## src/rtl/sram22_ctrl_pkg.sv

```systemverilog
// Shared types and sizes for controllers that sit in front of the SRAM22 macro.
package sram22_ctrl_pkg;

  localparam int SRAM_DEPTH  = 128;
  localparam int SRAM_ADDR_W = $clog2(SRAM_DEPTH);
  localparam int SRAM_DATA_W = 32;

  // Largest supported requester count; sizes the port index in the read tag.
  localparam int MAX_PORTS  = 4;
  localparam int PORT_IDX_W = $clog2(MAX_PORTS);

  typedef struct packed {
    logic                   we;
    logic [SRAM_ADDR_W-1:0] addr;
    logic [SRAM_DATA_W-1:0] wdata;
  } sram_req_t;

  typedef struct packed {
    logic                  valid;
    logic [PORT_IDX_W-1:0] port;
  } rd_tag_t;

endpackage

```

## src/rtl/rr_arbiter.sv

```systemverilog
// Round-robin arbiter: one-hot grant to the first eligible requester after the
// last granted one. The pointer moves only on cycles where update is asserted.
module rr_arbiter #(
  parameter int N = 2
) (
  input  logic         clk,
  input  logic         rst_n,
  input  logic [N-1:0] eligible,
  input  logic         update,
  output logic [N-1:0] grant
);

  localparam int IW = (N > 1) ? $clog2(N) : 1;

  logic [IW-1:0] ptr_q, ptr_d;
  logic [IW-1:0] idx;
  logic          found;

  always_comb begin
    grant = '0;
    idx   = '0;
    found = 1'b0;
    for (int off = 1; off <= N; off++) begin
      idx = IW'((int'(ptr_q) + off) % N);
      if (!found && eligible[idx]) begin
        grant[idx] = 1'b1;
        found      = 1'b1;
      end
    end
  end

  always_comb begin
    ptr_d = ptr_q;
    if (update) begin
      for (int i = 0; i < N; i++) begin
        if (grant[i]) ptr_d = IW'(i);
      end
    end
  end

  // Reset to the last port so port 0 is searched first.
  always_ff @(posedge clk) begin
    if (!rst_n) ptr_q <= IW'(N - 1);
    else        ptr_q <= ptr_d;
  end

endmodule

```

## src/rtl/sram22_rr_arbiter.sv

```systemverilog
// Shares one SRAM22 macro between NUM_PORTS requesters with round-robin grants,
// one outstanding read per port and a per-port buffered read response.
module sram22_rr_arbiter
  import sram22_ctrl_pkg::*;
#(
  parameter int NUM_PORTS  = 2,
  parameter int ADDR_WIDTH = 7,
  parameter int DATA_WIDTH = 32
) (
  input  logic                            clk,
  input  logic                            rst_n,
  input  logic [NUM_PORTS-1:0]            req_valid,
  output logic [NUM_PORTS-1:0]            req_ready,
  input  logic [NUM_PORTS-1:0]            req_we,
  input  logic [NUM_PORTS*ADDR_WIDTH-1:0] req_addr,
  input  logic [NUM_PORTS*DATA_WIDTH-1:0] req_wdata,
  output logic [NUM_PORTS-1:0]            rsp_valid,
  input  logic [NUM_PORTS-1:0]            rsp_ready,
  output logic [NUM_PORTS*DATA_WIDTH-1:0] rsp_rdata,
  output logic                            sram_we,
  output logic                            sram_wmask,
  output logic [ADDR_WIDTH-1:0]           sram_addr,
  output logic [DATA_WIDTH-1:0]           sram_din,
  input  logic [DATA_WIDTH-1:0]           sram_dout
);

  logic [NUM_PORTS-1:0]  grant, eligible, rsp_hs, read_grant;
  logic [NUM_PORTS-1:0]  slot_busy_q, slot_busy_d;
  logic [NUM_PORTS-1:0]  rsp_valid_q, rsp_valid_d;
  logic [DATA_WIDTH-1:0] rsp_rdata_q [NUM_PORTS];
  logic [DATA_WIDTH-1:0] rsp_rdata_d [NUM_PORTS];
  rd_tag_t               tag_q, tag_d;
  sram_req_t             sel;
  logic [PORT_IDX_W-1:0] gnt_idx;

  // A handshake frees the slot in the same cycle, so a port can re-read immediately.
  always_comb begin
    rsp_hs   = rsp_valid_q & rsp_ready;
    eligible = req_valid & (req_we | ~slot_busy_q | rsp_hs);
  end

  rr_arbiter #(.N(NUM_PORTS)) u_arb (
    .clk      (clk),
    .rst_n    (rst_n),
    .eligible (eligible),
    .update   (|grant),
    .grant    (grant)
  );

  always_comb begin
    sel     = '0;
    gnt_idx = '0;
    for (int i = 0; i < NUM_PORTS; i++) begin
      if (grant[i]) begin
        sel.we    = req_we[i];
        sel.addr  = req_addr[i*ADDR_WIDTH +: ADDR_WIDTH];
        sel.wdata = req_wdata[i*DATA_WIDTH +: DATA_WIDTH];
        gnt_idx   = PORT_IDX_W'(i);
      end
    end
  end

  assign req_ready  = grant;
  assign read_grant = grant & ~req_we;
  assign sram_we    = sel.we;
  assign sram_wmask = sel.we;
  assign sram_addr  = sel.addr;
  assign sram_din   = sel.wdata;

  // The tag is only valid after a read grant, so post-write dout is never captured.
  always_comb begin
    tag_d.valid = |read_grant;
    tag_d.port  = gnt_idx;
    slot_busy_d = (slot_busy_q & ~rsp_hs) | read_grant;
    rsp_valid_d = rsp_valid_q & ~rsp_hs;
    rsp_rdata_d = rsp_rdata_q;
    for (int i = 0; i < NUM_PORTS; i++) begin
      if (tag_q.valid && tag_q.port == PORT_IDX_W'(i)) begin
        rsp_valid_d[i] = 1'b1;
        rsp_rdata_d[i] = sram_dout;
      end
    end
  end

  always_ff @(posedge clk) begin
    if (!rst_n) begin
      slot_busy_q <= '0;
      rsp_valid_q <= '0;
      tag_q       <= '0;
      for (int i = 0; i < NUM_PORTS; i++) rsp_rdata_q[i] <= '0;
    end else begin
      slot_busy_q <= slot_busy_d;
      rsp_valid_q <= rsp_valid_d;
      tag_q       <= tag_d;
      rsp_rdata_q <= rsp_rdata_d;
    end
  end

  assign rsp_valid = rsp_valid_q;

  for (genvar g = 0; g < NUM_PORTS; g++) begin : g_rdata
    assign rsp_rdata[g*DATA_WIDTH +: DATA_WIDTH] = rsp_rdata_q[g];
  end

endmodule

```

## config.mk

```make
export PLATFORM = sky130hd
export DESIGN_NAME = sram22_rr_arbiter
export DESIGN_NICKNAME = d
export VERILOG_FILES = /design/src/rtl/sram22_ctrl_pkg.sv /design/src/rtl/rr_arbiter.sv /design/src/rtl/sram22_rr_arbiter.sv
export SDC_FILE = /design/constraint.sdc
export NUM_CORES = 1
export LEC_CHECK = 0
export ABC_AREA = 0
export CAP_MARGIN = 20
export CORE_MARGIN = 4
export CORE_UTILIZATION = 35
export CTS_CLUSTER_SIZE = 28
export DETAILED_ROUTE_END_ITERATION = 6
export PLACE_DENSITY = 0.81
export SLEW_MARGIN = 20
export SYNTH_ARGS = -nofsm -noshare
export SYNTH_HDL_FRONTEND = slang
export SYNTH_SLANG_ARGS = --single-unit
```

## constraint.sdc

```tcl
create_clock -name clk -period 2.58 [get_ports clk]
set_input_delay 0.774 -clock clk [delete_from_list [all_inputs] [get_ports clk]]
set_output_delay 0.774 -clock clk [all_outputs]
set_load 0.01 [all_outputs]
```

# Word level (Yosys, flattened, before mapping)
# Index checks and enable logic that the tools add are counted.
dict set report totals {
  inputBits 118
  output_inout_bits 109
  reg_bits 72
}
dict set report op_classes {
  eq_ne 1
  n_mux 18
  reduce_logical 11
  n_lt_le_gt_ge 4
  n_addsub 2
  bitwise 12
}
# cell count
set ops {}
lappend ops {{$mux W40} 2}
lappend ops {{$mux W1} 12}
lappend ops {{$and A2 B2 Y2} 5}
lappend ops {{$or A2 B2 Y2} 4}
lappend ops {{$not A2 Y2} 3}
lappend ops {{$logic_and A1 B1 Y1} 5}
lappend ops {{$lt A1 B2 Y1 const B} 2}
lappend ops {{$mux W2} 2}
lappend ops {{$reduce_or A2 Y1} 2}
lappend ops {{$add A1 B1 Y1 const B} 2}
lappend ops {{$demux W1 S1} 2}
lappend ops {{$eq A2 B1 Y1 const B} 1}
lappend ops {{$ge A1 B1 Y1 const B} 2}
lappend ops {{$logic_not A2 Y1} 1}
lappend ops {{$reduce_and A2 Y1} 1}
lappend ops {{$reduce_bool A2 Y1} 1}
lappend ops {{$logic_not A1 Y1} 1}

# Logic depth before layout (Yosys ltp)
# Gate-level depths: netlist (run 1).
dict set report logic_depth {
  depth_word 12
  ltp_mapped 6
  depth_no_buf 4
}

# By module
# A second synthesis (run 1) with hierarchy kept.
dict set report hier_totals {
  hier_cells 328
  area_unflattened_um2 3184.3
}
# module cells_per_inst instances area_per_inst_um2
set modules_own_cells {}
lappend modules_own_cells {sram22_rr_arbiter 321 1 3125.5}
lappend modules_own_cells {rr_arbiter 7 1 58.8}

# Worst setup path before layout (run 1)
# OpenSTA, ideal clock, no wires.
dict set report synth_path {
  kind {input to output}
  from {in rsp_ready[0]}
  to {out sram_wmask}
  cell_stages 6
  arrival_time_ns 1.942
  t_required_ns 1.806
  slack_ns -0.136
  path_cell_list {a21boi_2 nand2b_2 a31oi_4 buf_4 mux2i_1 buf_4}
}
dict set report synth_via {
  elab_chain_len 11
}
# element line
set synth_lines {}
lappend synth_lines {{from (decl)} sram22_rr_arbiter.sv:18} ;# input logic [NUM_PORTS-1:0] rsp_ready,
lappend synth_lines {{$and A2 B2 Y2 (*)} sram22_rr_arbiter.sv:38} ;# rsp_hs = rsp_valid_q & rsp_ready;
lappend synth_lines {{$or A2 B2 Y2 (*)} sram22_rr_arbiter.sv:39} ;# eligible = req_valid & (req_we | ~slot_busy_q | rsp_hs);
lappend synth_lines {{$and A2 B2 Y2 (*)} sram22_rr_arbiter.sv:39}
lappend synth_lines {{$mux W1 (implied by the code) (2 in a row)} rr_arbiter.sv:25} ;# if (!found && eligible[idx]) begin
lappend synth_lines {{$mux W1} rr_arbiter.sv:25}
lappend synth_lines {{$logic_not A1 Y1} rr_arbiter.sv:25}
lappend synth_lines {{$logic_and A1 B1 Y1} rr_arbiter.sv:25}
lappend synth_lines {{$mux W2 (*)} rr_arbiter.sv:25}
lappend synth_lines {{$mux W40} sram22_rr_arbiter.sv:54} ;# if (grant[i]) begin
lappend synth_lines {{$mux W40 (*)} sram22_rr_arbiter.sv:54}
lappend synth_lines {{to (decl)} sram22_rr_arbiter.sv:21} ;# output logic sram_wmask,
# Every way passes the cells marked *; elsewhere a longest branch is shown, timed or not. The select of a mux whose other input is x is not followed.

# Worst setup path after layout (run 1)
dict set report layout_path {
  from {in rsp_ready[1]}
  to {out sram_din[7]}
}
dict set report layout_via {
  elab_chain_len 11
}
# element line
set layout_lines {}
lappend layout_lines {{$and A2 B2 Y2 (*)} sram22_rr_arbiter.sv:38}
lappend layout_lines {{$or A2 B2 Y2 (*)} sram22_rr_arbiter.sv:39}
lappend layout_lines {{$and A2 B2 Y2 (*)} sram22_rr_arbiter.sv:39}
lappend layout_lines {{$mux W1 (implied by the code) (2 in a row)} rr_arbiter.sv:25}
lappend layout_lines {{$mux W1} rr_arbiter.sv:25}
lappend layout_lines {{$logic_not A1 Y1} rr_arbiter.sv:25}
lappend layout_lines {{$logic_and A1 B1 Y1} rr_arbiter.sv:25}
lappend layout_lines {{$mux W2 (*)} rr_arbiter.sv:25}
lappend layout_lines {{$mux W40} sram22_rr_arbiter.sv:54}
lappend layout_lines {{$mux W40 (*)} sram22_rr_arbiter.sv:54}
lappend layout_lines {{to (decl)} sram22_rr_arbiter.sv:23} ;# output logic [DATA_WIDTH-1:0] sram_din,
# Marked as above.

==> run_summary.xml, run 1 <==
<?xml version="1.0" encoding="UTF-8"?>
<metrics>
  <group name="critical_path">
    <metric name="crit-reg2reg-launch" unit="">rsp_valid[1]</metric>
    <metric name="r2r_slack" unit="ns">0.19</metric>
    <metric name="critPathMaxFanout" unit="">5</metric>
    <metric name="endpoint_of_the_most_critical_register_to_register_path" unit="">tag_q[2]</metric>
    <metric name="worstPathRequired" unit="ns">1.81</metric>
    <metric name="start_kind" unit="">input port</metric>
    <metric name="cp_data_arrival_time" unit="ns">2.15</metric>
    <metric name="timing.critical_path.to_type" unit="">output pin</metric>
    <metric name="timing.reg2reg.worst_path_depth" unit="">16</metric>
    <metric name="critical_path_class" unit="">in -&gt; out</metric>
  </group>
  <group name="routing">
    <metric name="route.detailed.drc" unit="">0</metric>
    <metric name="ant_nets" unit="">0</metric>
    <metric name="num_vias" unit="">3673</metric>
    <metric name="via_per_inst" unit="">5.00</metric>
    <metric name="drt-total-wl" unit="mm">13.5</metric>
    <metric name="detail_route.first_pass.iterations" unit="">5</metric>
    <metric name="detail_route.iter0.violations" unit="">133</metric>
    <metric name="post_drt_wl_per_cell" unit="um">18.4</metric>
  </group>
  <group name="sta">
    <metric name="rsz0062_at_grt" unit="">true</metric>
    <metric name="clock.fmax" unit="GHz">0.342</metric>
    <metric name="tightestPinTransition" unit="ns">0.327</metric>
    <metric name="slew_headroom" unit="">0.782</metric>
    <metric name="setup_violations" unit="">42</metric>
    <metric name="finalCriticalPeriod" unit="ns">2.92</metric>
    <metric name="layout_worst_path_cycle_share" unit="">1.13</metric>
    <metric name="number_of_max_slew_violations_in_the_final_report" unit="">0</metric>
    <metric name="setup-tns-final" unit="ns">-12.88</metric>
    <metric name="timing.final.hold_violations" unit="">0</metric>
    <metric name="fin_worst_hold_slack" unit="ns">0.465</metric>
    <metric name="setup_ws" unit="ns">-0.343</metric>
    <metric name="clock-skew-final" unit="ns">0.00764</metric>
  </group>
  <group name="cts">
    <metric name="root_buf_cell" unit="">sky130_fd_sc_hd__clkbuf_8</metric>
    <metric name="cts_max_level" unit="">3</metric>
    <metric name="cts.path.max_buffers" unit="">2</metric>
    <metric name="clock_sink_count" unit="">71</metric>
    <metric name="tritoncts" unit="">yes</metric>
    <metric name="hold_buffers" unit="">0</metric>
    <metric name="clk_pin_slew" unit="ns">0.07</metric>
    <metric name="numCtsBuffers" unit="">9</metric>
    <metric name="clock_latency" unit="ns">0.33</metric>
  </group>
  <group name="global_routing">
    <metric name="antenna_found_initial" unit="">0</metric>
    <metric name="grt_start_max_net_pins" unit="">55</metric>
    <metric name="globalRouteTotalUtil" unit="">0.247</metric>
    <metric name="overflow" unit="">0</metric>
    <metric name="first_pass_grt_wire_length" unit="mm">20.2</metric>
    <metric name="grt_pass1_vias" unit="">3759</metric>
  </group>
  <group name="pwr">
    <metric name="finalPower" unit="mW">3.01</metric>
    <metric name="power_frac_seq" unit="">0.385</metric>
    <metric name="power_frac_clock" unit="">0.344</metric>
    <metric name="total_switching_power" unit="mW">0.753</metric>
    <metric name="power_leakage" unit="nW">2.40</metric>
    <metric name="combPwrFrac" unit="">0.272</metric>
    <metric name="power.ir.vdd_worst" unit="mV">0.291</metric>
    <metric name="power_switching_share" unit="">0.251</metric>
    <metric name="cellPowerDensity" unit="nW/um^2">493</metric>
    <metric name="cellInternalPower" unit="mW">2.25</metric>
  </group>
  <group name="placed_design">
    <metric name="port-buffer-count" unit="">226</metric>
    <metric name="placed_instances" unit="">684</metric>
    <metric name="dp_hpwl" unit="mm">9.07</metric>
    <metric name="routability_congestion" unit="">0.781</metric>
    <metric name="dp_slack" unit="ns">-0.993</metric>
    <metric name="post_dp_cell_area" unit="um^2">5520</metric>
  </group>
  <group name="die">
    <metric name="ios" unit="">227</metric>
    <metric name="num_rows" unit="">34</metric>
    <metric name="initial_core_util" unit="">0.361</metric>
    <metric name="die_width" unit="um">103</metric>
    <metric name="coreArea" unit="um^2">8760</metric>
    <metric name="dieHeight" unit="um">103</metric>
    <metric name="die-area" unit="um^2">10600</metric>
  </group>
  <group name="synthesis">
    <metric name="synth-edff-count" unit="">0</metric>
    <metric name="synth_cell_type_count" unit="">27</metric>
    <metric name="synth-seq-cells" unit="">71</metric>
    <metric name="synth_area_per_cell" unit="um^2">8.62</metric>
    <metric name="synth_flop_cell" unit="">sky130_fd_sc_hd__dfxtp_1</metric>
    <metric name="yosysMostFrequentCell" unit="">sky130_fd_sc_hd__nand2_1</metric>
    <metric name="asyncSetResetFlopFracSynth" unit="">0</metric>
    <metric name="mappedNetlistNets" unit="">485</metric>
    <metric name="post_synth_main_area_contributors" unit="">sky130_fd_sc_hd__dfxtp_1 45%, sky130_fd_sc_hd__nand2_1 16%, sky130_fd_sc_hd__a21boi_0 15%, sky130_fd_sc_hd__a22o_1 11%, sky130_fd_sc_hd__buf_2 1.9%</metric>
    <metric name="yosysWarnings" unit="">0</metric>
    <metric name="syn-cell-area" unit="um^2">3160</metric>
    <metric name="synth_top_cells_by_count" unit="">133 x sky130_fd_sc_hd__nand2_1, 71 x sky130_fd_sc_hd__dfxtp_1, 65 x sky130_fd_sc_hd__a21boi_0, 39 x sky130_fd_sc_hd__a22o_1, 14 x sky130_fd_sc_hd__clkbuf_1</metric>
    <metric name="ys_seq_area_frac" unit="">0.449</metric>
    <metric name="synthDominantCellAreaShare" unit="">0.449</metric>
    <metric name="synth_area_leader_cell" unit="">sky130_fd_sc_hd__dfxtp_1</metric>
    <metric name="postSynthCellCount" unit="">367</metric>
  </group>
  <group name="final_layout">
    <metric name="multi_input_area" unit="um^2">1570</metric>
    <metric name="num-nets-final" unit="">740</metric>
    <metric name="ff_latch_area" unit="um^2">1420</metric>
    <metric name="finish.utilization" unit="">0.696</metric>
    <metric name="drive_above_1_share" unit="">0.203</metric>
    <metric name="final_cells" unit="">735</metric>
    <metric name="synthToLayoutAreaGrowth" unit="%">92.7</metric>
    <metric name="fin_area" unit="um^2">6100</metric>
    <metric name="fill_cells" unit="">689</metric>
    <metric name="antennaDiodeCount" unit="">0</metric>
  </group>
  <group name="status">
    <metric name="status" unit="">complete, but fails checks</metric>
    <metric name="failed_checks" unit="">setup timing</metric>
  </group>
  <group name="worst_hold_path">
    <metric name="hold_depth" unit="">2</metric>
    <metric name="hold_path.class" unit="">reg -&gt; reg</metric>
    <metric name="worst_hold_startpoint" unit="">rsp_rdata[16]</metric>
    <metric name="hold_path_end" unit="">rsp_rdata[16]</metric>
  </group>
  <group name="job">
    <metric name="max-cap-violations" unit="">0</metric>
  </group>
</metrics>
[kinds of logic after synthesis]
logic type | share of synthesized area
flops | 0.449
simple gates | 0.181
compound gates | 0.296
mux | 0.00316
buf+inv | 0.0704
[cell type report]
| type | instances | share of cell area |
|---|---|---|
| timing repair buffer | 278 | 0.446 |
| multi-input combinational | 259 | 0.257 |
| sequential | 71 | 0.233 |
| clock buffer | 12 | 0.0271 |
| tap | 108 | 0.0222 |
| clock inverter | 4 | 0.0125 |
| inverter | 3 | 0.00185 |
[what timing repair did]
item | 4_1_cts | 5_1_grt
gates resized for setup | 211 | 15
cloned | 10 | 1
endpoints found under the setup margin | 43 | 43
buffers inserted | 23 | 5
pin swaps | 26 | 12
endpoints found under the hold margin | 0 | 0
[cell usage in the layout (no fill, tap or decap), types with 4 or more instances in the layout]
master,count
sky130_fd_sc_hd__a21boi_0,65
sky130_fd_sc_hd__a22o_1,38
sky130_fd_sc_hd__buf_12,4
sky130_fd_sc_hd__buf_16,8
sky130_fd_sc_hd__buf_2,39
sky130_fd_sc_hd__buf_4,29
sky130_fd_sc_hd__buf_6,16
sky130_fd_sc_hd__clkbuf_8,12
sky130_fd_sc_hd__clkdlybuf4s50_1,176
sky130_fd_sc_hd__dfxtp_1,71
sky130_fd_sc_hd__nand2_1,133
[worst max-delay path: stages]
cell                        delay [ns]
sky130_fd_sc_hd__buf_6            0.09
sky130_fd_sc_hd__a21bo_4          0.22
sky130_fd_sc_hd__buf_6            0.12
sky130_fd_sc_hd__o211ai_2         0.16
sky130_fd_sc_hd__and3_4           0.25
sky130_fd_sc_hd__buf_6            0.13
sky130_fd_sc_hd__clkbuf_16        0.14
sky130_fd_sc_hd__a22o_1           0.15
sky130_fd_sc_hd__buf_6            0.11
[power groups by stage]
stage / clock network [mW] / registers, mW / logic [mW]
floorplan: 0 / 1.19 / 0.263
detailed placement: 0 / 1.18 / 0.708
global placement: 0 / 1.18 / 0.695
CTS: 1.07 / 1.16 / 0.805
finish: 1.03 / 1.16 / 0.817
global route: 1.10 / 1.16 / 0.870
[flip-flops by register name, indices dropped and copies added, names as in the netlist]
signal / cells
rsp_valid: 2
tag_q: 2
rsp_rdata: 64
u_arb.ptr_q: 1
slot_busy_q: 2
[how the worst max path moves through the flow]
stage	start	end	slack [ns]	cells past startpoint
2_1_floorplan	rsp_ready[0]	sram_wmask	0.003	6
3_3_place_gp	rsp_ready[1]	sram_din[21]	-0.95	7
3_5_place_dp	rsp_ready[1]	sram_din[21]	-0.99	7
4_1_cts	rsp_ready[1]	sram_addr[3]	-0.37	10
5_1_grt	rsp_ready[1]	sram_din[7]	-0.38	9
6_report	rsp_ready[1]	sram_din[7]	-0.34	9
[metal layers]
metal | routed length (um) | up-vias | GRT usage | share of wire
met5 | 0 | - | 0 | 0
met4 | 275 | 0 | 0.0747 | 0.020
met3 | 1190 | 24 | 0.0683 | 0.088
met2 | 6550 | 169 | 0.379 | 0.48
met1 | 5500 | 1720 | 0.338 | 0.41
li1 | - | 1760 | - | -
Note: power is estimated with default switching activity, not from simulation.
==> run 2, diff against run 1 <==
SKIP_CTS_REPAIR_TIMING = 1   (was unset)
==> run 2 against run 1 <==
Against the previous run:
- the run still ends with setup timing left
- die area unchanged
- wire length down 4.2%
- flip-flop and latch count did not move
- register-to-register slack better by 1.1 ns
- clock skew decreased by 0.0034 ns
- worst hold slack lost 0.00098 ns
- sequential share of layout area up 1.0 points
- largest power group unchanged
- global-route usage is 3.4 points lower
- critical endpoint is now sram_din[21]
- critical path depth fell by 1
==> run_summary.xml, run 2 (synthesis results as in run 1) <==
<?xml version="1.0" encoding="UTF-8"?>
<metrics>
  <group name="final_layout">
    <metric name="layout_common_cells" unit="">176 x sky130_fd_sc_hd__clkdlybuf4s50_1, 133 x sky130_fd_sc_hd__nand2_1, 71 x sky130_fd_sc_hd__dfxtp_1</metric>
    <metric name="num-nets-final" unit="">719</metric>
    <metric name="mostFrequentLayoutCell" unit="">sky130_fd_sc_hd__clkdlybuf4s50_1</metric>
    <metric name="antennaDiodeCount" unit="">0</metric>
    <metric name="drive_above_1_share" unit="">0.168</metric>
    <metric name="largest_reg_flops" unit="">64</metric>
    <metric name="synthToLayoutAreaGrowth" unit="%">84.5</metric>
  </group>
  <group name="die">
    <metric name="ios" unit="">227</metric>
    <metric name="dieHeight" unit="um">103</metric>
    <metric name="initial_core_util" unit="">0.361</metric>
    <metric name="die-area" unit="um^2">10600</metric>
    <metric name="num_rows" unit="">34</metric>
    <metric name="coreArea" unit="um^2">8760</metric>
    <metric name="die_width" unit="um">103</metric>
  </group>
  <group name="pwr">
    <metric name="power_frac_seq" unit="">0.395</metric>
    <metric name="power.ir.vdd_worst" unit="mV">0.279</metric>
    <metric name="cellPowerDensity" unit="nW/um^2">501</metric>
    <metric name="power_frac_clock" unit="">0.353</metric>
    <metric name="finalPower" unit="mW">2.93</metric>
    <metric name="cellInternalPower" unit="mW">2.19</metric>
    <metric name="combPwrFrac" unit="">0.252</metric>
    <metric name="power_switching_share" unit="">0.250</metric>
    <metric name="power_leakage" unit="nW">2.30</metric>
    <metric name="total_switching_power" unit="mW">0.731</metric>
  </group>
  <group name="critical_path">
    <metric name="cp_slowest_stage_delay" unit="ns">0.24</metric>
    <metric name="critical_path.slowest_cell" unit="">sky130_fd_sc_hd__and3_4</metric>
    <metric name="critPathMaxFanout" unit="">5</metric>
    <metric name="worstPathBufferInverterCount" unit="">4</metric>
    <metric name="timing.critical_path.to_type" unit="">output pin</metric>
    <metric name="endpoint_of_the_most_critical_register_to_register_path" unit="">tag_q[2]</metric>
    <metric name="r2r_slack" unit="ns">1.24</metric>
    <metric name="crit-reg2reg-launch" unit="">rsp_valid[0]</metric>
    <metric name="critical_path_class" unit="">in -&gt; out</metric>
    <metric name="worstPathRequired" unit="ns">1.81</metric>
    <metric name="timing.reg2reg.worst_path_depth" unit="">5</metric>
    <metric name="cp_data_arrival_time" unit="ns">2.10</metric>
    <metric name="cp_cell_sequence" unit="">buf_6, a21bo_4, o211ai_2, and3_4, buf_8, buf_12, a22o_1, buf_2</metric>
    <metric name="crit_family" unit="">compound AO/OA/AOI/OAI gates</metric>
    <metric name="start_kind" unit="">input port</metric>
  </group>
  <group name="sta">
    <metric name="setup_violations" unit="">42</metric>
    <metric name="layout_worst_path_cycle_share" unit="">1.11</metric>
    <metric name="clock-skew-final" unit="ns">0.00420</metric>
    <metric name="timing.final.hold_violations" unit="">0</metric>
    <metric name="setup_ws" unit="ns">-0.295</metric>
    <metric name="clock.fmax" unit="GHz">0.348</metric>
    <metric name="tightestPinTransition" unit="ns">0.329</metric>
    <metric name="rsz0062_at_grt" unit="">true</metric>
    <metric name="finalCriticalPeriod" unit="ns">2.88</metric>
    <metric name="slew_headroom" unit="">0.781</metric>
    <metric name="number_of_max_slew_violations_in_the_final_report" unit="">0</metric>
  </group>
  <group name="placed_design">
    <metric name="dp_hpwl" unit="mm">9.07</metric>
    <metric name="port-buffer-count" unit="">226</metric>
    <metric name="routability_congestion" unit="">0.781</metric>
    <metric name="dp_slack" unit="ns">-0.993</metric>
  </group>
  <group name="cts">
    <metric name="clock_latency" unit="ns">0.33</metric>
    <metric name="numCtsBuffers" unit="">9</metric>
    <metric name="root_buf_cell" unit="">sky130_fd_sc_hd__clkbuf_8</metric>
    <metric name="clk_pin_slew" unit="ns">0.07</metric>
    <metric name="tritoncts" unit="">yes</metric>
    <metric name="cts.path.max_buffers" unit="">2</metric>
    <metric name="cts_max_level" unit="">3</metric>
    <metric name="clock_sink_count" unit="">71</metric>
  </group>
  <group name="routing">
    <metric name="route.detailed.drc" unit="">0</metric>
    <metric name="drt-total-wl" unit="mm">13.0</metric>
    <metric name="top_layer_used" unit="">met4</metric>
    <metric name="wl_met3" unit="um">887</metric>
    <metric name="detail_route.iter0.violations" unit="">132</metric>
    <metric name="via_per_inst" unit="">4.99</metric>
    <metric name="wirelength_met1" unit="mm">5.69</metric>
    <metric name="detail_route.first_pass.iterations" unit="">5</metric>
    <metric name="wl_met2" unit="mm">6.12</metric>
    <metric name="post_drt_wl_per_cell" unit="um">18.1</metric>
    <metric name="ant_nets" unit="">0</metric>
    <metric name="num_vias" unit="">3562</metric>
  </group>
  <group name="global_routing">
    <metric name="grt_start_max_net_pins" unit="">55</metric>
    <metric name="grt_pass1_vias" unit="">3491</metric>
    <metric name="globalRouteTotalUtil" unit="">0.213</metric>
    <metric name="first_pass_grt_wire_length" unit="mm">17.7</metric>
    <metric name="antenna_found_initial" unit="">0</metric>
    <metric name="overflow" unit="">0</metric>
  </group>
  <group name="worst_hold_path">
    <metric name="hold_depth" unit="">2</metric>
    <metric name="worst_hold_startpoint" unit="">rsp_rdata[16]</metric>
    <metric name="hold_path_end" unit="">rsp_rdata[16]</metric>
    <metric name="hold_path.class" unit="">reg -&gt; reg</metric>
  </group>
  <group name="job">
    <metric name="max-cap-violations" unit="">0</metric>
  </group>
  <group name="status">
    <metric name="status" unit="">complete, but fails checks</metric>
    <metric name="failed_checks" unit="">setup timing</metric>
  </group>
</metrics>
[run 2: changes by cell type in the layout (fill, tap and decap cells not counted), sizes merged]
cell / before / now
clkbuf: 16 / 28
dlymetal6s2s: 0 / 4
dlygate4sd2: 1 / 0
buf: 97 / 61
[run 2: worst max-delay path by stage]
stage,startpoint,endpoint,depth (start not counted)
2_1_floorplan,rsp_ready[0],sram_wmask,6
3_5_place_dp,rsp_ready[1],sram_din[21],7
5_1_grt,rsp_ready[1],sram_din[21],8
6_report,rsp_ready[1],sram_din[21],8
3_3_place_gp,rsp_ready[1],sram_din[21],7
4_1_cts,rsp_ready[1],sram_din[21],7
[run 2: per-stage QoR]
step	hold slack [ns]	TNS (ns)	util	instances	cell area (um^2)
5_1_grt	0.488	-11.58	0.666	714	5840
4_1_cts	0.466	-40.83	0.658	700	5770
6_report	0.464	-9.65	0.666	714	5840
3_3_place_gp	0.449	-38.28	0.630	684	5520
2_1_floorplan	0.488	0	-	367	3180
3_5_place_dp	0.456	-40.15	0.630	684	5520
[run 2: tightest hold or removal path, stage by stage, from the launching register on]
cell and delay, ns:
sky130_fd_sc_hd__dfxtp_1 0.31, sky130_fd_sc_hd__nand2_1 0.04, sky130_fd_sc_hd__a21boi_0 0.06
[run 2: power by group through the flow]
stage                     clock network [mW]  registers (mW)  logic, mW
after detailed placement                   0            1.18      0.708
after global placement                     0            1.18      0.695
final                                   1.03            1.16      0.737
after CTS                               1.07            1.16      0.713
after floorplan                            0            1.19      0.263
after global routing                    1.10            1.16      0.785
[run 2: per-layer routing]
metal  up-vias  GRT usage
li1       1712          -
met1      1679      0.287
met2       147      0.336
met3        24     0.0616
met4         0     0.0548
met5         -          0
[run 2: cell type report]
type / count / area, um^2
Inverter: 3 / 11.3
Clock buffer: 12 / 165
Tap cell: 108 / 135
Fill cell: 726 / 2930
Timing Repair Buffer: 257 / 2470
Sequential cell: 71 / 1420
Multi-Input combinational cell: 259 / 1560
Clock inverter: 4 / 76.3
==> run 3, diff against run 2 <==
HOLD_SLACK_MARGIN = 0.15   (was unset)
==> results of run 3 <==
No change in the layout: final DEF, timing and power equal those of run 2.
